<file path="src/rtl/interp_sequencer.sv">
// rtl/interp_sequencer.sv - row sequencer for a two-pass (horizontal then vertical) interpolation FIR
// Optional stall counter enabled by defining INTERP_SEQ_STALL_CNT_EN.
module interp_sequencer #(
  parameter int BLK_ROWS = 8,
  parameter int TAPS     = 8,
  parameter int NUM_BLK  = 4,
  parameter int PIPE_LAT = 2
) (
  input  logic        clk,
  input  logic        rst,
  input  logic        start,
  input  logic        flush,
  input  logic        in_valid,
  output logic        in_ready,
  output logic        load_in,
  output logic        load_L,
  output logic [1:0]  sel_phase,
  output logic        first_round,
  output logic [7:0]  row_cnt,
  output logic        out_valid,
  input  logic        out_ready,
  output logic        busy,
  output logic        done,
  output logic [15:0] stall_cnt
);

  localparam logic [7:0] C_ROWS_FIRST = 8'(BLK_ROWS + TAPS - 1);
  localparam logic [7:0] C_ROWS       = 8'(BLK_ROWS);
  localparam logic [7:0] C_LAT        = 8'(PIPE_LAT);
  localparam logic [7:0] C_LAST_BLK   = 8'(NUM_BLK - 1);

  typedef enum logic [2:0] {
    S_IDLE, S_FILL, S_HORIZ, S_VERT, S_DRAIN, S_OUTPUT
  } state_t;

  state_t      r_state, w_state_nxt;
  logic [7:0]  r_row_cnt, w_row_nxt;
  logic [7:0]  r_blk_cnt, w_blk_nxt;
  logic [7:0]  w_fetch_rows;
  logic        r_first_round, w_first_nxt;
  logic        w_done_nxt;
  logic [1:0]  r_sel_phase, w_sel_nxt;
  logic        r_load_L, r_out_valid, r_busy, r_done;

  // The first block of a column also fetches the filter's vertical apron.
  assign w_fetch_rows = r_first_round ? C_ROWS_FIRST : C_ROWS;

  always_comb begin
    w_state_nxt = r_state;
    w_row_nxt   = r_row_cnt;
    w_blk_nxt   = r_blk_cnt;
    w_first_nxt = r_first_round;
    w_done_nxt  = 1'b0;
    case (r_state)
      S_IDLE: begin
        if (start) begin
          w_state_nxt = S_FILL;
          w_row_nxt   = 8'd0;
          w_blk_nxt   = 8'd0;
          w_first_nxt = 1'b1;
        end
      end
      S_FILL: begin
        if (in_valid) begin
          if (r_row_cnt == w_fetch_rows - 8'd1) begin
            w_state_nxt = S_HORIZ;
            w_row_nxt   = 8'd0;
          end else begin
            w_row_nxt = r_row_cnt + 8'd1;
          end
        end
      end
      S_HORIZ: begin
        if (r_row_cnt == w_fetch_rows - 8'd1) begin
          w_state_nxt = S_VERT;
          w_row_nxt   = 8'd0;
        end else begin
          w_row_nxt = r_row_cnt + 8'd1;
        end
      end
      S_VERT: begin
        if (r_row_cnt == C_ROWS - 8'd1) begin
          w_state_nxt = S_DRAIN;
          w_row_nxt   = 8'd0;
        end else begin
          w_row_nxt = r_row_cnt + 8'd1;
        end
      end
      S_DRAIN: begin
        if (r_row_cnt == C_LAT - 8'd1) begin
          w_state_nxt = S_OUTPUT;
          w_row_nxt   = 8'd0;
        end else begin
          w_row_nxt = r_row_cnt + 8'd1;
        end
      end
      S_OUTPUT: begin
        if (out_ready) begin
          if (r_row_cnt == C_ROWS - 8'd1) begin
            w_row_nxt   = 8'd0;
            w_first_nxt = 1'b0;
            if (r_blk_cnt == C_LAST_BLK) begin
              w_state_nxt = S_IDLE;
              w_blk_nxt   = 8'd0;
              w_done_nxt  = 1'b1;
            end else begin
              w_state_nxt = S_FILL;
              w_blk_nxt   = r_blk_cnt + 8'd1;
            end
          end else begin
            w_row_nxt = r_row_cnt + 8'd1;
          end
        end
      end
      default: w_state_nxt = S_IDLE;
    endcase
    if (flush) begin
      w_state_nxt = S_IDLE;
      w_row_nxt   = 8'd0;
      w_blk_nxt   = 8'd0;
      w_first_nxt = 1'b0;
      w_done_nxt  = 1'b0;
    end
    case (w_state_nxt)
      S_HORIZ: w_sel_nxt = 2'b01;
      S_VERT:  w_sel_nxt = 2'b10;
      default: w_sel_nxt = 2'b00;
    endcase
  end

  // Registered outputs are loaded from the next state so they line up with it.
  always_ff @(posedge clk or negedge rst) begin
    if (!rst) begin
      r_state       <= S_IDLE;
      r_row_cnt     <= 8'd0;
      r_blk_cnt     <= 8'd0;
      r_first_round <= 1'b0;
      r_sel_phase   <= 2'b00;
      r_load_L      <= 1'b0;
      r_out_valid   <= 1'b0;
      r_busy        <= 1'b0;
      r_done        <= 1'b0;
    end else begin
      r_state       <= w_state_nxt;
      r_row_cnt     <= w_row_nxt;
      r_blk_cnt     <= w_blk_nxt;
      r_first_round <= w_first_nxt;
      r_sel_phase   <= w_sel_nxt;
      r_load_L      <= (w_state_nxt == S_HORIZ);
      r_out_valid   <= (w_state_nxt == S_OUTPUT);
      r_busy        <= (w_state_nxt != S_IDLE);
      r_done        <= w_done_nxt;
    end
  end

  assign in_ready    = (r_state == S_FILL);
  assign load_in     = in_ready & in_valid;
  assign load_L      = r_load_L;
  assign sel_phase   = r_sel_phase;
  assign first_round = r_first_round;
  assign row_cnt     = r_row_cnt;
  assign out_valid   = r_out_valid;
  assign busy        = r_busy;
  assign done        = r_done;

`ifdef INTERP_SEQ_STALL_CNT_EN
  logic [15:0] r_stall_cnt;
  logic        w_stall_evt;

  assign w_stall_evt = ((r_state == S_FILL) && !in_valid) ||
                       ((r_state == S_OUTPUT) && !out_ready);

  always_ff @(posedge clk or negedge rst) begin
    if (!rst) begin
      r_stall_cnt <= 16'd0;
    end else if (flush || ((r_state == S_IDLE) && start)) begin
      r_stall_cnt <= 16'd0;
    end else if (w_stall_evt && (r_stall_cnt != 16'hFFFF)) begin
      r_stall_cnt <= r_stall_cnt + 16'd1;
    end
  end

  assign stall_cnt = r_stall_cnt;
`else
  assign stall_cnt = 16'd0;
`endif

endmodule

</file>
<file path="config.mk">
export PLATFORM = sky130hd
export DESIGN_NAME = interp_sequencer
export DESIGN_NICKNAME = d
export VERILOG_FILES = /design/src/rtl/interp_sequencer.sv
export SDC_FILE = /design/constraint.sdc
export NUM_CORES = 1
export LEC_CHECK = 0
export ABC_AREA = 1
export CORE_MARGIN = 2
export CORE_UTILIZATION = 25
export DETAILED_ROUTE_END_ITERATION = 16
export GPL_ROUTABILITY_DRIVEN = 0
export PLACE_DENSITY = 0.43
export RECOVER_POWER = 25
export SLEW_MARGIN = 20
export SYNTH_ARGS = -nofsm -noshare
export SYNTH_HDL_FRONTEND = slang
export SYNTH_SLANG_ARGS = --single-unit
</file>
<file path="constraint.sdc">
create_clock -name clk -period 2.7 [get_ports clk]
set_input_delay 0.54 -clock clk [delete_from_list [all_inputs] [get_ports clk]]
set_output_delay 0.54 -clock clk [all_outputs]
set_load 0.05 [all_outputs]
</file>
==> flow_metrics.tcl <==
set metrics [dict create \
    outcome "finished, violations left" \
    violations "max-capacitance violations, max-slew violations" \
    io_buffers 22 \
    die_x_um 90.7 \
    finalPower_mw 0.918 \
    hold_viol 0 \
    clock-sinks 26 \
    leakage_nw 1.09 \
    netlist_instances 281 \
    dieArea_um2 8230 \
    drive_above_1_share_pct 7.24 \
    grt_pass1_wl_um 8270 \
    synth_xor_area_share_pct 0.466 \
    most-common-layout-cells "77 x nand2_1, 36 x nor2_1, 34 x nand3_1" \
    cts_tree "built" \
    postCtsHoldBufs 0 \
    tns_ps 0 \
    postCtsResizedCells 0 \
    die_h_um 90.7 \
    antenna_cells 0 \
    fp-row-count 31 \
    wl_um 4730 \
    grt_max_degree 27 \
    syn_area_um2 1880 \
    hold_ws_ps 564 \
    cts_buffers 3 \
    min_period_ps 2460 \
    rsz0062_at_grt "false" \
    setup_violations 0 \
    max_freq_ghz 0.406 \
    hold_path_class "register to register" \
    clockRootBuffer "clkbuf_8" \
    ys_seq_elements 26 \
    endpoint "in_ready" \
    rr_worst_depth 7 \
    synth_cell_types 29 \
    ant_nets 0 \
    seq_area_frac_synth_pct 34.6 \
    synth_fa_ha_area_share_pct 2.00 \
    vias 1735 \
    viasPerCell 4.31 \
    nets 314 \
    cap_viol_max_count 1 \
    yosysWarnings 0 \
    timing.rr.end "r_blk_cnt[5]" \
    start_util_pct 25.9 \
    p_per_area_nw_per_um2 416 \
    reg2reg_slack_ps 690 \
    slew_headroom_pct -1.04 \
    nFillCells 821 \
    wire_per_inst_um 11.7 \
    drtPass1Iterations 4 \
    cp.arrival_ps 1920 \
    finalCritPeriodShare_pct 91.2 \
    grt_use_met1_pct 15.0 \
    synth.area.mux_share_pct 0 \
    post_cts_buffers 0 \
    ys_async_sr_fraction_pct 100 \
    worstPathMaxFanout 6 \
    synth-edff-count 0 \
    grt_pass1_vias 1689 \
    worst_pin_slew_ps 1520 \
    top_usage_layer "met2" \
    worst_slack_ps 237 \
    synth_top_family_by_area "simple AND/OR/NAND/NOR gates" \
    grt.overflow.total 0 \
    maxSlewViolCount 27 \
    cp-end-kind "primary output" \
    final_common_cell "nand2_1" \
    hpwl_um 3620 \
    area_growth_pct 17.6 \
    clk_latency_ps 280 \
    synth-simple-area-share_pct 40.3 \
    clkTransAtPathRegs_ps 110 \
    critPathLaunchType "register" \
    grt_util_met3_pct 2.50 \
    antenna_found_initial 0 \
    dp_slack_ps 362 \
    fin_worst_skew_ps 5.83 \
    avgSynthCellArea_um2 6.69 \
    synth_top_flop_cell "dfrtp_1" \
    ios 39 \
    worst-setup-path-type "register to primary output" \
    r2r_start "row_cnt[0]" \
    synth_compound_area_share_pct 6.72 \
    remaining_drc_errors 0 \
    first_iter_violations 52 \
    cts_buffer_depth 2 \
    critical_path_required_ps 2160 \
    use_met2_pct 22.5 \
    max-vdd-ir-drop_uv 203 \
    setup.worst_path.start "r_state[2]" \
    htree_levels 1 \
    track_usage_pct 12.3 \
    fp.coreArea_um2 7250 \
]
[cells in the mapped netlist, drive strengths merged (2+ instances only)]
| cell type | instances | area [µm²] |
|---|---|---|
| nand2 | 79 | 302 |
| ha | 3 | 37.5 |
| nand3 | 37 | 208 |
| dfrtp | 26 | 651 |
| a21oi | 4 | 20.0 |
| o21ai | 17 | 92.6 |
| nor3 | 3 | 15.0 |
| nand4 | 5 | 31.3 |
| nand3b | 2 | 15.0 |
| nor2 | 41 | 166 |
| buf | 21 | 158 |
| inv | 36 | 138 |
[through the flow]
| stage | cells | util (%) | instance area [µm²] |
|---|---|---|---|
| 6_report | 403 | 30.5 | 2210 |
| 5_1_grt | 403 | 30.5 | 2210 |
| 2_1_floorplan | 296 | - | 1940 |
| 3_5_place_dp | 399 | 29.5 | 2140 |
| 3_3_place_gp | 399 | 29.5 | 2140 |
| 4_1_cts | 403 | 30.5 | 2210 |
[worst min-delay path by stage]
| stage | from | end | slack, ps | depth (start not counted) |
|---|---|---|---|---|
| after detailed placement | r_blk_cnt[7] | r_blk_cnt[7] | 540 | 2 |
| after floorplan | rst | busy | 240 | 0 |
| after global routing | r_blk_cnt[7] | r_blk_cnt[7] | 620 | 2 |
| final | r_blk_cnt[7] | r_blk_cnt[7] | 560 | 2 |
| after global placement | r_blk_cnt[7] | r_blk_cnt[7] | 540 | 2 |
| after CTS | r_blk_cnt[7] | r_blk_cnt[7] | 570 | 2 |
[critical path: stages (launching register included)]
cell	delay, ps
dfrtp_1	470
inv_1	160
nand3_2	120
inv_2	90
clkdlybuf4s50_1	800
[registers in the layout (all words and copies together), names as in the netlist]
name,flops
busy,1
done,1
first_round,1
load_L,1
out_valid,1
r_blk_cnt,8
r_state,3
row_cnt,8
sel_phase,2
[cells by family (layout without fill, tap and decap cells)]
kind of cell | after synthesis | in the layout
AOI/OAI and AO/OA | 23 | 23
xor gates and xnor gates | 1 | 1
adders and majority gates | 3 | 3
buffers and inverters | 57 | 65
DFF | 26 | 26
other | 1 | 16
and+or+nand+nor | 170 | 170
[final cells by class]
| cell class | count | area [µm²] | share of cell area [%] |
|---|---|---|---|
| sequential | 26 | 651 | 29.4 |
| clock inverter | 1 | 30.0 | 1.36 |
| multi-input combinational | 213 | 990 | 44.8 |
| timing repair buffer | 25 | 236 | 10.7 |
| clock buffer | 3 | 41.3 | 1.87 |
| tap | 99 | 124 | 5.61 |
| inverter | 36 | 138 | 6.23 |
[routing by layer]
layer	part of all wire (%)	wire length (µm)	up-vias
met2	51	2430	40
met5	0	0	-
met3	3.3	157	2
met4	0.36	17	0
li1	-	-	906
met1	45	2120	787
[report_power, final]
part	total, mW	switching, mW	internal, mW
Sequential	0.403	0.00779	0.395
Clock	0.344	0.145	0.199
Combinational	0.172	0.135	0.0363
No activity file was read; power rests on OpenSTA's default activity.
